$ cat src/rtl/axis_combiner_64x2to128.sv
// Pairs two 64-bit AXI4-Stream lanes into one 128-bit stream {B, A} through per-lane FIFOs.
// Define AXIS_COMBINER_LAST_CHECK_EN to enable the sticky/saturating A/B tlast mismatch monitor.
module axis_combiner_64x2to128 #(
   parameter int DEPTH = 4,
   parameter int ERRW  = 16
) (
   input  logic             aclk,
   input  logic             aresetn,
   input  logic [63:0]      s_axis_a_tdata,
   input  logic             s_axis_a_tvalid,
   output logic             s_axis_a_tready,
   input  logic             s_axis_a_tlast,
   input  logic [63:0]      s_axis_b_tdata,
   input  logic             s_axis_b_tvalid,
   output logic             s_axis_b_tready,
   input  logic             s_axis_b_tlast,
   output logic [127:0]     m_axis_tdata,
   output logic             m_axis_tvalid,
   input  logic             m_axis_tready,
   output logic             m_axis_tlast,
   input  logic             err_clr,
   output logic             last_err,
   output logic [ERRW-1:0]  last_err_cnt
);

   localparam int AW = (DEPTH > 1) ? $clog2(DEPTH) : 1;
   localparam int CW = AW + 1;
   localparam logic [CW-1:0] CNT_ONE  = CW'(1);
   localparam logic [CW-1:0] CNT_FULL = CW'(DEPTH);
   localparam logic [AW-1:0] PTR_ONE  = AW'(1);

   // Lane 0 is A, lane 1 is B; each word is {tlast, tdata}.
   logic [64:0]   fifo_mem [2][DEPTH];
   logic [AW-1:0] wr_ptr   [2];
   logic [AW-1:0] rd_ptr   [2];
   logic [CW-1:0] count    [2];
   logic [CW-1:0] count_nxt[2];
   logic [64:0]   s_word   [2];
   logic [1:0]    s_tvalid;
   logic [1:0]    rdy_q;
   logic [1:0]    push;
   logic [1:0]    not_empty;
   logic          pair;
   logic          out_valid;
   logic [64:0]   head_a;
   logic [64:0]   head_b;

   assign s_word[0] = {s_axis_a_tlast, s_axis_a_tdata};
   assign s_word[1] = {s_axis_b_tlast, s_axis_b_tdata};
   assign s_tvalid  = {s_axis_b_tvalid, s_axis_a_tvalid};
   assign push      = s_tvalid & rdy_q;
   assign s_axis_a_tready = rdy_q[0];
   assign s_axis_b_tready = rdy_q[1];

   assign head_a = fifo_mem[0][rd_ptr[0]];
   assign head_b = fifo_mem[1][rd_ptr[1]];
   assign pair   = (&not_empty) && (!out_valid || m_axis_tready);
   assign m_axis_tvalid = out_valid;

   always_comb begin
      for (int i = 0; i < 2; i++) begin
         not_empty[i] = (count[i] != '0);
         count_nxt[i] = count[i];
         case ({push[i], pair})
            2'b10:   count_nxt[i] = count[i] + CNT_ONE;
            2'b01:   count_nxt[i] = count[i] - CNT_ONE;
            default: count_nxt[i] = count[i];
         endcase
      end
   end

   always_ff @(posedge aclk) begin
      for (int i = 0; i < 2; i++) begin
         if (push[i]) fifo_mem[i][wr_ptr[i]] <= s_word[i];
      end
   end

   // Ready is registered from the next count, so it stays low through reset and rises one edge later.
   always_ff @(posedge aclk or negedge aresetn) begin
      if (!aresetn) begin
         for (int i = 0; i < 2; i++) begin
            wr_ptr[i] <= '0;
            rd_ptr[i] <= '0;
            count[i]  <= '0;
         end
         rdy_q <= 2'b00;
      end else begin
         for (int i = 0; i < 2; i++) begin
            if (push[i]) wr_ptr[i] <= wr_ptr[i] + PTR_ONE;
            if (pair)    rd_ptr[i] <= rd_ptr[i] + PTR_ONE;
            count[i] <= count_nxt[i];
            rdy_q[i] <= (count_nxt[i] != CNT_FULL);
         end
      end
   end

   always_ff @(posedge aclk or negedge aresetn) begin
      if (!aresetn) begin
         out_valid    <= 1'b0;
         m_axis_tdata <= '0;
         m_axis_tlast <= 1'b0;
      end else if (pair) begin
         out_valid    <= 1'b1;
         m_axis_tdata <= {head_b[63:0], head_a[63:0]};
         m_axis_tlast <= head_a[64] | head_b[64];
      end else if (m_axis_tready) begin
         out_valid <= 1'b0;
      end
   end

`ifdef AXIS_COMBINER_LAST_CHECK_EN
   localparam logic [ERRW-1:0] ERR_ONE = ERRW'(1);
   logic mismatch;
   assign mismatch = pair && (head_a[64] != head_b[64]);

   // A mismatch on the same edge as a clear restarts the count at one rather than being lost.
   always_ff @(posedge aclk or negedge aresetn) begin
      if (!aresetn) begin
         last_err     <= 1'b0;
         last_err_cnt <= '0;
      end else if (mismatch) begin
         last_err <= 1'b1;
         if (err_clr)
            last_err_cnt <= ERR_ONE;
         else if (last_err_cnt != '1)
            last_err_cnt <= last_err_cnt + ERR_ONE;
      end else if (err_clr) begin
         last_err     <= 1'b0;
         last_err_cnt <= '0;
      end
   end
`else
   logic unused_err_clr;
   assign unused_err_clr = err_clr;
   assign last_err       = 1'b0;
   assign last_err_cnt   = '0;
`endif

endmodule

$ cat config.mk
export PLATFORM = sky130hd
export DESIGN_NAME = axis_combiner_64x2to128
export DESIGN_NICKNAME = d
export VERILOG_FILES = /design/src/rtl/axis_combiner_64x2to128.sv
export SDC_FILE = /design/constraint.sdc
export NUM_CORES = 1
export LEC_CHECK = 0
export ABC_AREA = 1
export CORE_MARGIN = 5
export CORE_UTILIZATION = 55
export DETAILED_ROUTE_END_ITERATION = 8
export GPL_ROUTABILITY_DRIVEN = 0
export PLACE_DENSITY_LB_ADDON = 0.1
export SLEW_MARGIN = 0
export SYNTH_ARGS = -nofsm -noshare
export SYNTH_HDL_FRONTEND = slang
export SYNTH_SLANG_ARGS = --single-unit
$ cat constraint.sdc
create_clock -name aclk -period 11.29 [get_ports aclk]
set_clock_uncertainty 0.1 [all_clocks]
set_input_delay 1.129 -clock aclk [delete_from_list [all_inputs] [get_ports aclk]]
set_output_delay 1.129 -clock aclk [all_outputs]
set_load 0.01 [all_outputs]
**After elaboration in Yosys (flattened, before gate mapping)**

Memories as Yosys holds them, arrays and structs flattened.
Cells that the tools add are included.

- Flip-flop bits (word level): 146
- Latch bits: 0
- Bits in writable memories: 520
- ROM bits: 0
- Output and inout bits: 149
- Memories: 1

Memory list:

| name | words | bits a word | rd ports | clocked after memory_dff | wr ports | RTL line | source |
|---|---|---|---|---|---|---|---|
| fifo_mem | 2 | 260 | 2 | 0 | 2 | 33 | `logic [64:0] fifo_mem [2][DEPTH];` |

- Add/subtract/negate cells: 8
- Multipliers: 0
- Div/mod/pow operators: 0
- Order comparisons: 6
- Eq/ne operators: 6
- Shift-type cells: 0
- Muxes and demuxes: 18
- Bitwise gates (word level): 6
- Reduce and logical (&&, ||, !) cells: 9

Operator list:

| kind | count |
|---|---|
| two-way mux 260 bit | 2 |
| two-way mux 65 bit | 6 |
| binary-select mux 65 bit (select 2 bit) | 2 |
| demux 65 bit (select 2 bit) | 2 |
| greater-or-equal comparator 3 bit, second input constant | 4 |
| inverter 2 -> 3 bit | 4 |
| case mux 3 bit (2 select lines) | 2 |
| adder 2 x 1 -> 2 bit, second input constant | 4 |
| adder 3 x 1 -> 3 bit, second input constant | 2 |
| less-than comparator 3 x 1 -> 1 bit, second input constant | 2 |
| != test 3 bit, second input constant | 2 |
| nonzero test 3 bit | 2 |
| subtractor 3 x 1 -> 3 bit, second input constant | 2 |
| == test 2 x 1 -> 1 bit, second input constant | 2 |
| == test 2 bit, second input constant | 2 |
| two-way mux 1 bit | 4 |
| logical AND 1 bit | 3 |
| AND 2 bit | 1 |
| AND reduction 2 bit | 1 |
| nonzero test 2 bit | 1 |
| zero test 1 bit | 1 |
| logical OR 1 bit | 1 |
| OR 1 bit | 1 |

**Depth between registers and ports, before layout**

Gate-level depths: netlist of run 1.

- Depth after elaboration: 6
- Depth in mapped cells: 13

**Worst setup path before layout of run 1**

OpenSTA, ideal clock, no wires.

- Path type: in2reg
- From: in s_axis_a_tvalid
- To: mem fifo_mem[0][0] (netlist bit) (enable)
- Setup time: 0.489 ns
- Arrival time: 4.029 ns
- Path slack: 6.673 ns
- Stages: 2
- Cells stage by stage: nand2_1 -> nor2_1

RTL lines:

| what | RTL line | source |
|---|---|---|
| start: declaration | 10 | `input logic s_axis_a_tvalid,` |
| end: declaration | 33 |  |

==> results by group, run 1 <==
Critical path
  • CP max FO: 80
  • Worst Path Arrival: 5.76 ns
  • FF-to-FF End: rdy_q[1]
  • Flop-to-flop setup slack: 6.54 ns
  • Reg2Reg Depth: 12
  • Critical path class: primary input to flop
  • Startpoint Class: primary input
  • CP endpoint kind: flop
  • CP required: 11.65 ns
  • Worst reg2reg path startpoint: m_axis_tvalid

Synthesis
  • Register area share after synthesis: 75.0%
  • Yosys reg bits: 666
  • Distinct cells, synth: 25
  • Cells after Synth: 2184
  • Synth warn: 0
  • Syn_area_per_cell: 11.8 µm²
  • Mapped cell area: 25700 µm²

Detailed routing
  • Via count: 16030
  • DRT Wirelength: 56100 µm
  • Wire length per cell: 18.2 µm
  • # DRC: 0
  • Vias per cell: 5.20
  • DR pass1 iterations: 5
  • ANT nets after route: 0
  • Initial DRC count: 1045

Timing
  • FMAX: 185 MHz
  • Worst slew margin: 20.7%
  • Slew @ Worst Pin: 1.19 ns
  • Worst Slack Setup Final: 5.89 ns
  • Unrepaired setup endpoints after global routing: no
  • Final slew viol count: 0
  • Final Hold Fails: 0
  • Final TNS setup: 0 ns
  • Tcrit/Tclk final: 47.9%
  • Final setup violation count: 0
  • Tmin final: 5.40 ns

Global routing
  • Final global-route overflow total: 0
  • Initial antenna violation count: 9
  • Vias in the first global route: 15881
  • Largest net degree at the start of global routing: 122
  • GRT Total Usage: 21.9%
  • Global-route wire length before repair: 87400 µm

CTS
  • Total CTS buffers: 67
  • Clk sink count: 666
  • CTS clk-pin slew, worst paths: 0.06 ns
  • CTS-repair resized insts: 0
  • CTS max path bufs: 3
  • Post-CTS Hold Fix Bufs: 0
  • TritonCTS clock tree: yes
  • H-Tree Depth: 3
  • Skew-Pair Late Insertion Delay: 0.58 ns
  • Root Buffer: clkbuf_16
  • Number of setup buffers added after CTS: 0

Finish
  • Fill cell count: 3347
  • Nets@finish: 2571
  • Fraction of layout cells with a size suffix above 1: 5.45%
  • Layout area overhead: 20.3%
  • Layout Cells excl Fill: 3085

Floorplan
  • Die H: 226 µm
  • DIE AREA: 51200 µm²
  • # rows: 79
  • Die W: 226 µm
  • IO Pins: 285
  • Initial core utilization: 55.5%
  • CORE AREA: 46400 µm²

Pwr
  • Static leakage: 0.0120 µW
  • Power density cells: 283 nW/µm²
  • Peak VDD IR: 192 µV
  • Power after layout: 8760 µW

Placement
  • DPL Wire Length: 29700 µm
  • I/O Buffers: 266
  • Setup WS pre-CTS: 5.18 ns
  • Placed Cells incl. Taps: 2961

Hold path
  • Hold Path End: m_axis_tdata[69]
  • Hold_sp: m_axis_tdata[69]
  • Hold Crit Class: flop to flop
  • Hold depth: 2

Flow run
  • Max-cap check violation count: 0

Status
  • Outcome: complete, no violations
==> worst max-delay path, cell delays in order <==
cell and delay [ns]:
clkdlybuf4s50_1 0.46, inv_1 0.04, nand2_1 0.14, nand3_4 0.82, inv_4 1.20, buf_4 0.76
ha_1 0.30, inv_1 0.07, fa_1 0.38, inv_1 0.06, nand2_1 0.04, nand3b_1 0.08
xor2_1 0.18, nand2_1 0.07
==> worst max-delay path by stage <==
stage	end	start
global placement	rdy_q[1]	m_axis_tready
finish	rdy_q[1]	m_axis_tready
floorplan	fifo_mem[0][0]	s_axis_a_tvalid
detailed placement	rdy_q[1]	m_axis_tready
global route	rdy_q[1]	m_axis_tready
CTS	rdy_q[1]	m_axis_tready
==> cell families (layout without fill, tap and decap cells) <==
kind of cell,count (synthesis),in the layout,share of synthesized area (%)
and+or+nand+nor,1075,1075,15.9
DFF,666,666,75.0
AOI/OAI and AO/OA,262,262,5.10
buffers and inverters,160,436,3.15
adders and majority gates,12,12,0.642
xor gates and xnor gates,8,8,0.273
other,1,19,0.0146
==> registers in the layout, summed over array words and instances, names as in the netlist <==
signal and count:
m_axis_tvalid 1, wr_ptr 4, m_axis_tlast 1, count 6, rdy_q 2, rd_ptr 4
fifo_mem 520, m_axis_tdata 128
==> power by group <==
part	switching, µW	total, µW	internal, µW
clock	866	2200	1330
sequential	265	3590	3320
combinational	1900	2980	1070
==> per-layer routing <==
metal | routed length [µm] | GRT usage, % | vias up | part of all wire [%]
met4 | 1060 | 6.68 | 14 | 1.9
met2 | 27900 | 36.9 | 364 | 50
met5 | 109 | 0 | - | 0.19
li1 | - | - | 7752 | -
met3 | 3500 | 4.76 | 84 | 6.2
met1 | 23500 | 28.9 | 7816 | 42
==> through the flow <==
stage / utilization (%) / hold slack [ns] / area, µm²
2_1_floorplan: - / 0.366 / 25800
3_5_place_dp: 61.9 / 0.364 / 28700
3_3_place_gp: 61.9 / 0.361 / 28700
5_1_grt: 66.7 / 0.389 / 30900
4_1_cts: 66.7 / 0.380 / 30900
6_report: 66.7 / 0.375 / 30900
==> placed cells by master (no fill, tap or decap), drive strengths merged <==
master / netlist / final
fa: 2 / 2
bufinv: 0 / 4
or2: 1 / 1
nand3b: 2 / 2
clkinv: 0 / 19
clkbuf: 44 / 102
o21ai: 260 / 260
xor2: 6 / 6
buf: 87 / 20
ha: 10 / 10
edfxtp: 520 / 520
conb: 1 / 17
dfrtp: 146 / 146
clkdlybuf4s50: 0 / 265
nand2: 539 / 539
inv: 29 / 26
diode: 0 / 2
xnor2: 2 / 2
a21oi: 2 / 2
nand3: 9 / 9
nor2: 524 / 524
==> synthesized netlist by cell type (all sizes together) <==
library cell / count / area share [%]
nor2: 524 / 7.7
fa: 2 / 0.16
a21oi: 2 / 0.039
nand3b: 2 / 0.058
nand2: 539 / 7.9
buf: 87 / 2.0
conb: 1 / 0.015
nand3: 9 / 0.26
clkbuf: 44 / 0.68
edfxtp: 520 / 61
xnor2: 2 / 0.068
dfrtp: 146 / 14
xor2: 6 / 0.20
inv: 29 / 0.43
o21ai: 260 / 5.1
ha: 10 / 0.49
or2: 1 / 0.024
==> cell type report <==
cell class / count / area (µm²) / share of cell area (%)
Antenna cell: 2 / 5.00 / 0.0162
Sequential cell: 666 / 19300 / 62.3
Clock buffer: 102 / 2040 / 6.58
Clock inverter: 20 / 188 / 0.607
Tap cell: 607 / 759 / 2.45
Multi-Input combinational cell: 1374 / 5750 / 18.6
Timing Repair Buffer: 285 / 2810 / 9.07
Inverter: 29 / 118 / 0.380
(Power assumes the default switching activity.)
==> run 2: changes to the inputs <==
--- a/config.mk
+++ b/config.mk
@@ -7,7 +7,7 @@
 export LEC_CHECK = 0
 export ABC_AREA = 1
 export CORE_MARGIN = 5
-export CORE_UTILIZATION = 55
+export CORE_UTILIZATION = 51
 export DETAILED_ROUTE_END_ITERATION = 8
 export GPL_ROUTABILITY_DRIVEN = 0
 export PLACE_DENSITY_LB_ADDON = 0.1
==> constraint.sdc (replaced) <==
create_clock -name aclk -period 4.65 [get_ports aclk]
set_clock_uncertainty 0.1 [all_clocks]
set_input_delay 0.465 -clock aclk [delete_from_list [all_inputs] [get_ports aclk]]
set_output_delay 0.465 -clock aclk [all_outputs]
set_load 0.01 [all_outputs]
==> run 2 against run 1 <==
First-iteration DRC count down 6.8%. Clock power up 140%. Sequential power up 140%. Wire length up 2.8%. Critical path type is now flop to flop. Largest power group unchanged.
==> results by group, run 2 (synthesis results as in run 1) <==
Critical path
  • Worst Path Arrival: 3.12 ns (was 5.76 ns)
  • CP max FO: 76 (was 80)
  • Critical path class: flop to flop (was primary input to flop)
  • CP required: 5.06 ns (was 11.65 ns)
  • Startpoint Class: flop (was primary input)
  • Worst setup path startpoint: count[0] (was m_axis_tready)
  • Reg2Reg Depth: 7 (was 12)
  • CP endpoint kind: flop (unchanged)
  • Worst reg2reg path startpoint: count[0] (was m_axis_tvalid)

Pwr
  • Peak VDD IR: 433 µV (was 192 µV)
  • Power density cells: 684 nW/µm² (was 283 nW/µm²)
  • Static leakage: 0.0120 µW (about the same)

Detailed routing
  • Initial DRC count: 974 (was 1045)
  • Vias per cell: 5.05 (was 5.20)
  • ANT nets after route: 0 (unchanged)
  • DRT Wirelength: 57700 µm (was 56100 µm)
  • Wire length per cell: 18.2 µm (about the same)
  • DR pass1 iterations: 5 (unchanged)
  • Via count: 15992 (was 16030)
  • # DRC: 0 (unchanged)

Placement
  • I/O Buffers: 266 (unchanged)
  • Area post-placement: 28900 µm² (was 28700 µm²)
  • DPL Wire Length: 30900 µm (was 29700 µm)

Status
  • Outcome: complete, no violations (unchanged)

Finish
  • Nets@finish: 2577 (was 2571)
  • Fraction of layout cells with a size suffix above 1: 5.84% (was 5.45%)
  • Most frequent cells in the layout: nand2_1 (539), edfxtp_1 (520), nor2_1 (516) (unchanged)
  • Layout area overhead: 21.1% (was 20.3%)
  • Largest register FFs: 520 (unchanged)
  • Area of the multi-input gates: 5750 µm² (unchanged)
  • Most common cell after layout, fill and taps aside: nand2_1 (unchanged)
  • Finished Core Util: 62.3% (was 66.7%)
  • Seq. cell area: 19300 µm² (unchanged)
  • Fill cell count: 3897 (was 3347)
  • Post-Layout Inst Area: 31100 µm² (was 30900 µm²)

CTS
  • CTS max path bufs: 3 (unchanged)
  • Root Buffer: clkbuf_16 (unchanged)
  • CTS-repair resized insts: 0 (unchanged)
  • H-Tree Depth: 3 (unchanged)
  • CTS clk-pin slew, worst paths: 0.06 ns (about the same)
  • Total CTS buffers: 69 (was 67)
  • Skew-Pair Late Insertion Delay: 0.58 ns (about the same)
  • TritonCTS clock tree: yes (unchanged)
  • Clk sink count: 666 (unchanged)
  • Number of setup buffers added after CTS: 0 (unchanged)

Global routing
  • Global-route wire length before repair: 89000 µm (was 87400 µm)
  • GRT Total Usage: 21.0% (was 21.9%)
  • Initial antenna violation count: 11 (was 9)
  • Largest net degree at the start of global routing: 132 (was 122)
  • Vias in the first global route: 15758 (was 15881)
  • Final global-route overflow total: 0 (unchanged)

Floorplan
  • # rows: 82 (was 79)
  • Die W: 235 µm (was 226 µm)
  • Die H: 235 µm (was 226 µm)
  • DIE AREA: 55000 µm² (was 51200 µm²)
  • IO Pins: 285 (unchanged)
  • Initial core utilization: 51.5% (was 55.5%)
  • CORE AREA: 50000 µm² (was 46400 µm²)

Timing
  • Unrepaired setup endpoints after global routing: no (unchanged)
  • Final TNS setup: 0 ns (unchanged)
  • Tmin final: 2.71 ns
  • Slew @ Worst Pin: 1.19 ns (about the same)
  • Worst slew margin: 20.4% (was 20.7%)
  • Final Hold Fails: 0 (unchanged)
  • FMAX: 369 MHz
  • Final slew viol count: 0 (unchanged)
  • Tcrit/Tclk final: 58.2%
  • Final setup violation count: 0 (unchanged)

Flow run
  • Max-cap check violation count: 0 (unchanged)

Hold path
  • Hold Crit Class: flop to flop (unchanged)
  • Hold_sp: m_axis_tdata[70] (was m_axis_tdata[69])
  • Hold depth: 2 (unchanged)
==> run 2: cell count changes in the layout (fill, tap and decap cells not counted), sizes merged <==
cell         previous run  this run
clkinv                 19        16
buf                    20        23
diode                   2         9
inv                    26        30
clkbuf                102       107
dlygate4sd3             0         1
bufinv                  4         2
==> run 2: path summary, 6_finish.rpt <==
kind | endpoint | slack, ns
max in group asynchronous | rd_ptr[2] | 3.09
worst min register to register | m_axis_tdata[70] | 0.37
worst min-delay path | m_axis_tdata[70] | 0.37
worst max-delay path | rd_ptr[1] | 1.94
worst max register to register | rd_ptr[1] | 1.94
min in group asynchronous | m_axis_tdata[78] | 0.42
==> run 2: metal layers <==
layer  vias to the layer above  track usage [%]  wire length, µm  part of all wire, %
met5                         -                0               89                 0.15
met1                      7806             27.0            24100                   42
met2                       318             36.0            28900                   50
met4                        12             5.53              937                  1.6
met3                        69             5.19             3650                  6.3
li1                       7787                -                -                    -
==> run 2: cell type report <==
class	instances	share of cell area (%)
clock buffers	107	6.56
diodes	9	0.0723
repair buffers	289	9.40
multi-input cells	1374	18.5
well taps	672	2.70
clock inverters	19	0.530
inverters	29	0.374
flip-flops and latches	666	61.9
==> run 2: power breakdown <==
| group | leakage [µW] | switching, µW | internal, µW |
|---|---|---|---|
| Clock | 0.00109 | 2160 | 3140 |
| Combinational | 0.00443 | 4560 | 2660 |
| Sequential | 0.00652 | 743 | 8050 |
| Total | 0.0120 | 7460 | 13900 |
==> run 2: repair_timing <==
| action | CTS | global route |
|---|---|---|
| hold buffers | 1 | 0 |
| hold endpoints to repair | 73 | 0 |
| setup endpoints to repair | 0 | 0 |
==> run 2: per-stage QoR <==
stage	worst slack [ns]	total power [µW]	hold WS, ns	cells
finish	1.94	21300	0.374	3165
global route	1.74	22800	0.383	3156
CTS	1.96	21600	0.361	3156
detailed placement	1.58	16200	0.364	3029
global placement	1.57	16100	0.362	3029
floorplan	0.694	13300	0.0694	2200
==> run 2: critical path: stages, from the launching register on <==
cell and delay [ns]:
dfrtp_1 0.39, inv_1 0.12, nand3_2 0.12, nand3_4 0.09, buf_4 0.56, buf_4 0.86
o21ai_0 0.17, nand2_1 0.10
==> run 3: changes to the inputs <==
--- a/config.mk
+++ b/config.mk
@@ -7,7 +7,7 @@
 export LEC_CHECK = 0
 export ABC_AREA = 1
 export CORE_MARGIN = 5
-export CORE_UTILIZATION = 51
+export CORE_UTILIZATION = 55
 export DETAILED_ROUTE_END_ITERATION = 8
 export GPL_ROUTABILITY_DRIVEN = 0
 export PLACE_DENSITY_LB_ADDON = 0.1
==> constraint.sdc (replaced) <==
create_clock -name aclk -period 2.8 [get_ports aclk]
set_clock_uncertainty 0.1 [all_clocks]
set_input_delay 0.28 -clock aclk [delete_from_list [all_inputs] [get_ports aclk]]
set_output_delay 0.28 -clock aclk [all_outputs]
set_load 0.01 [all_outputs]
==> run 3 against run 2 <==
Design area rose by 0.69%. Register-to-register slack lost 1.4 ns. First-iteration DRC count rose by 18%. Global-route usage increased by 1.2 points. Maximum frequency rose by 20%. Clock power grew 65%. Total power increased by 67%. Wire length is 1.1% lower. Final cell count is 1.7% lower. Count of clock-buffer cells in the layout decreased by 10. Critical path depth grew 5. Combinational power increased by 75%. Critical path type unchanged. Largest cell class unchanged.
==> results by group, run 3 (synthesis results as in run 1) <==
Status
  • Outcome: complete, no violations (unchanged)

Timing
  • Tmin final: 2.26 ns (was 2.71 ns)
  • Slew @ Worst Pin: 0.926 ns (was 1.19 ns)
  • Final TNS setup: 0 ns (unchanged)
  • WHS: 0.186 ns (was 0.374 ns)
  • Worst Slack Setup Final: 0.536 ns (was 1.94 ns)
  • Final setup violation count: 0 (unchanged)
  • FMAX: 442 MHz (was 369 MHz)
  • Final slew viol count: 0 (unchanged)
  • Final Hold Fails: 0 (unchanged)
  • Tcrit/Tclk final: 80.9% (was 58.2%)
  • Worst slew margin: 38.3% (was 20.4%)
  • Unrepaired setup endpoints after global routing: no (unchanged)

Floorplan
  • Initial core utilization: 55.5% (was 51.5%)
  • CORE AREA: 46400 µm² (was 50000 µm²)
  • Die H: 226 µm (was 235 µm)
  • DIE AREA: 51200 µm² (was 55000 µm²)
  • # rows: 79 (was 82)
  • Die W: 226 µm (was 235 µm)
  • IO Pins: 285 (unchanged)

Placement
  • Setup WS pre-CTS: 0.179 ns (was 1.58 ns)
  • DPL Wire Length: 32000 µm (was 30900 µm)
  • I/O Buffers: 266 (unchanged)

CTS
  • TritonCTS clock tree: yes (unchanged)
  • Clk sink count: 666 (unchanged)
  • H-Tree Depth: 3 (unchanged)
  • Root Buffer: clkbuf_16 (unchanged)
  • CTS max path bufs: 3 (unchanged)
  • Skew-Pair Late Insertion Delay: 0.58 ns (about the same)
  • Total CTS buffers: 68 (was 69)
  • Number of setup buffers added after CTS: 0 (unchanged)
  • CTS clk-pin slew, worst paths: 0.06 ns (about the same)

Detailed routing
  • Vias per cell: 5.23 (was 5.05)
  • DRT Wirelength: 57100 µm (was 57700 µm)
  • # DRC: 0 (unchanged)
  • ANT nets after route: 0 (unchanged)
  • Initial DRC count: 1146 (was 974)
  • Via count: 16262 (was 15992)
  • DR pass1 iterations: 6 (was 5)
  • Wire length per cell: 18.3 µm (was 18.2 µm)

Finish
  • Layout area overhead: 22.0% (was 21.1%)
  • Fraction of layout cells with a size suffix above 1: 6.49% (was 5.84%)
  • Most common cell after layout, fill and taps aside: nand2_1 (unchanged)
  • Largest register FFs: 520 (unchanged)
  • Most frequent cells in the layout: nand2_1 (539), edfxtp_1 (520), nor2_1 (516) (unchanged)
  • Nets@finish: 2593 (was 2577)

Hold path
  • Hold Crit Class: primary input to asynchronous set/reset pin (was flop to flop)

Critical path
  • Worst Path Arrival: 2.62 ns (was 3.12 ns)
  • Critical path class: flop to flop (unchanged)
  • CP endpoint kind: flop (unchanged)
  • CP max FO: 20 (was 76)
  • Startpoint Class: flop (unchanged)
  • CP required: 3.16 ns (was 5.06 ns)

Pwr
  • Gate power share: 35.2% (was 33.8%)
  • Static leakage: 0.0122 µW (was 0.0120 µW)
  • Sw power: 12400 µW (was 7460 µW)
  • Peak VDD IR: 866 µV (was 433 µV)
  • Power density cells: 1140 nW/µm² (was 684 nW/µm²)
  • Switch share: 34.9% (was 35.0%)
  • Power after layout: 35700 µW (was 21300 µW)
  • Internal power: 23200 µW (was 13900 µW)
  • Clock power frac: 24.5% (was 24.9%)
  • Reg power frac: 40.3% (was 41.3%)

Global routing
  • Global-route wire length before repair: 88600 µm (was 89000 µm)
  • GRT Total Usage: 22.2% (was 21.0%)
  • Final global-route overflow total: 0 (unchanged)
  • Vias in the first global route: 16045 (was 15758)
  • Largest net degree at the start of global routing: 135 (was 132)
  • Initial antenna violation count: 10 (was 11)

Flow run
  • Max-cap check violation count: 0 (unchanged)
-- run 3: final cells by class --
class	count	area, µm²
antenna	6	15.0
clock buffer	97	2000
clock inverter	26	188
fill	3364	15000
inverter	29	115
multi-input combinational	1374	5750
sequential	666	19300
tap	607	759
timing repair buffer	306	3250
-- run 3: critical path: stages, from the launching register on --
cell	delay, ns
dfrtp_1	0.36
inv_1	0.09
nand3_2	0.11
nand3_4	0.09
inv_4	0.21
ha_1	0.21
inv_1	0.07
fa_1	0.38
inv_1	0.07
nand2_1	0.06
nand3b_1	0.11
xor2_1	0.21
nand2_1	0.08
-- run 3: power groups by stage --
stage	registers [µW]	logic, µW	clock network, µW
after floorplan	14700	7360	0
after global placement	14500	12500	0
after detailed placement	14500	12700	0
after CTS	14400	12800	8920
after global routing	14600	14100	9350
final	14400	12600	8750
-- run 3: routing by layer --
metal | routed length [µm] | share of wire (%) | global-route usage [%] | vias up
met1 | 23800 | 42 | 29.1 | 7965
li1 | - | - | - | 7818
met5 | 80 | 0.14 | 0 | -
met4 | 1080 | 1.9 | 6.19 | 12
met2 | 28400 | 50 | 37.7 | 377
met3 | 3720 | 6.5 | 5.15 | 90
-- run 3: timing repair --
action,CTS,global route
endpoints found under the hold margin,59,0
setup endpoints to repair,0,0
gates resized for setup,0,0
hold buffers,1,0
-- run 3: path summary, 6_finish.rpt --
kind,from,to,slack (ns),cells after the start
max in group asynchronous,aresetn,m_axis_tdata[0],1.61,3
hold reg to reg,m_axis_tdata[124],m_axis_tdata[124],0.38,2
min in group aclk,s_axis_a_tdata[14],fifo_mem[0][209],0.23,1
setup / recovery,count[0],rdy_q[1],0.54,12
setup reg to reg,count[0],rdy_q[1],0.54,12
hold / removal,aresetn,m_axis_tdata[83],0.19,2
-- run 3: per-stage QoR --
step           util, %  instance area, µm²  cells
2_1_floorplan        -               25800   2200
3_3_place_gp      62.9               29100   2981
3_5_place_dp      62.9               29100   2981
4_1_cts           67.6               31300   3105
5_1_grt           67.6               31300   3106
6_report          67.6               31400   3111
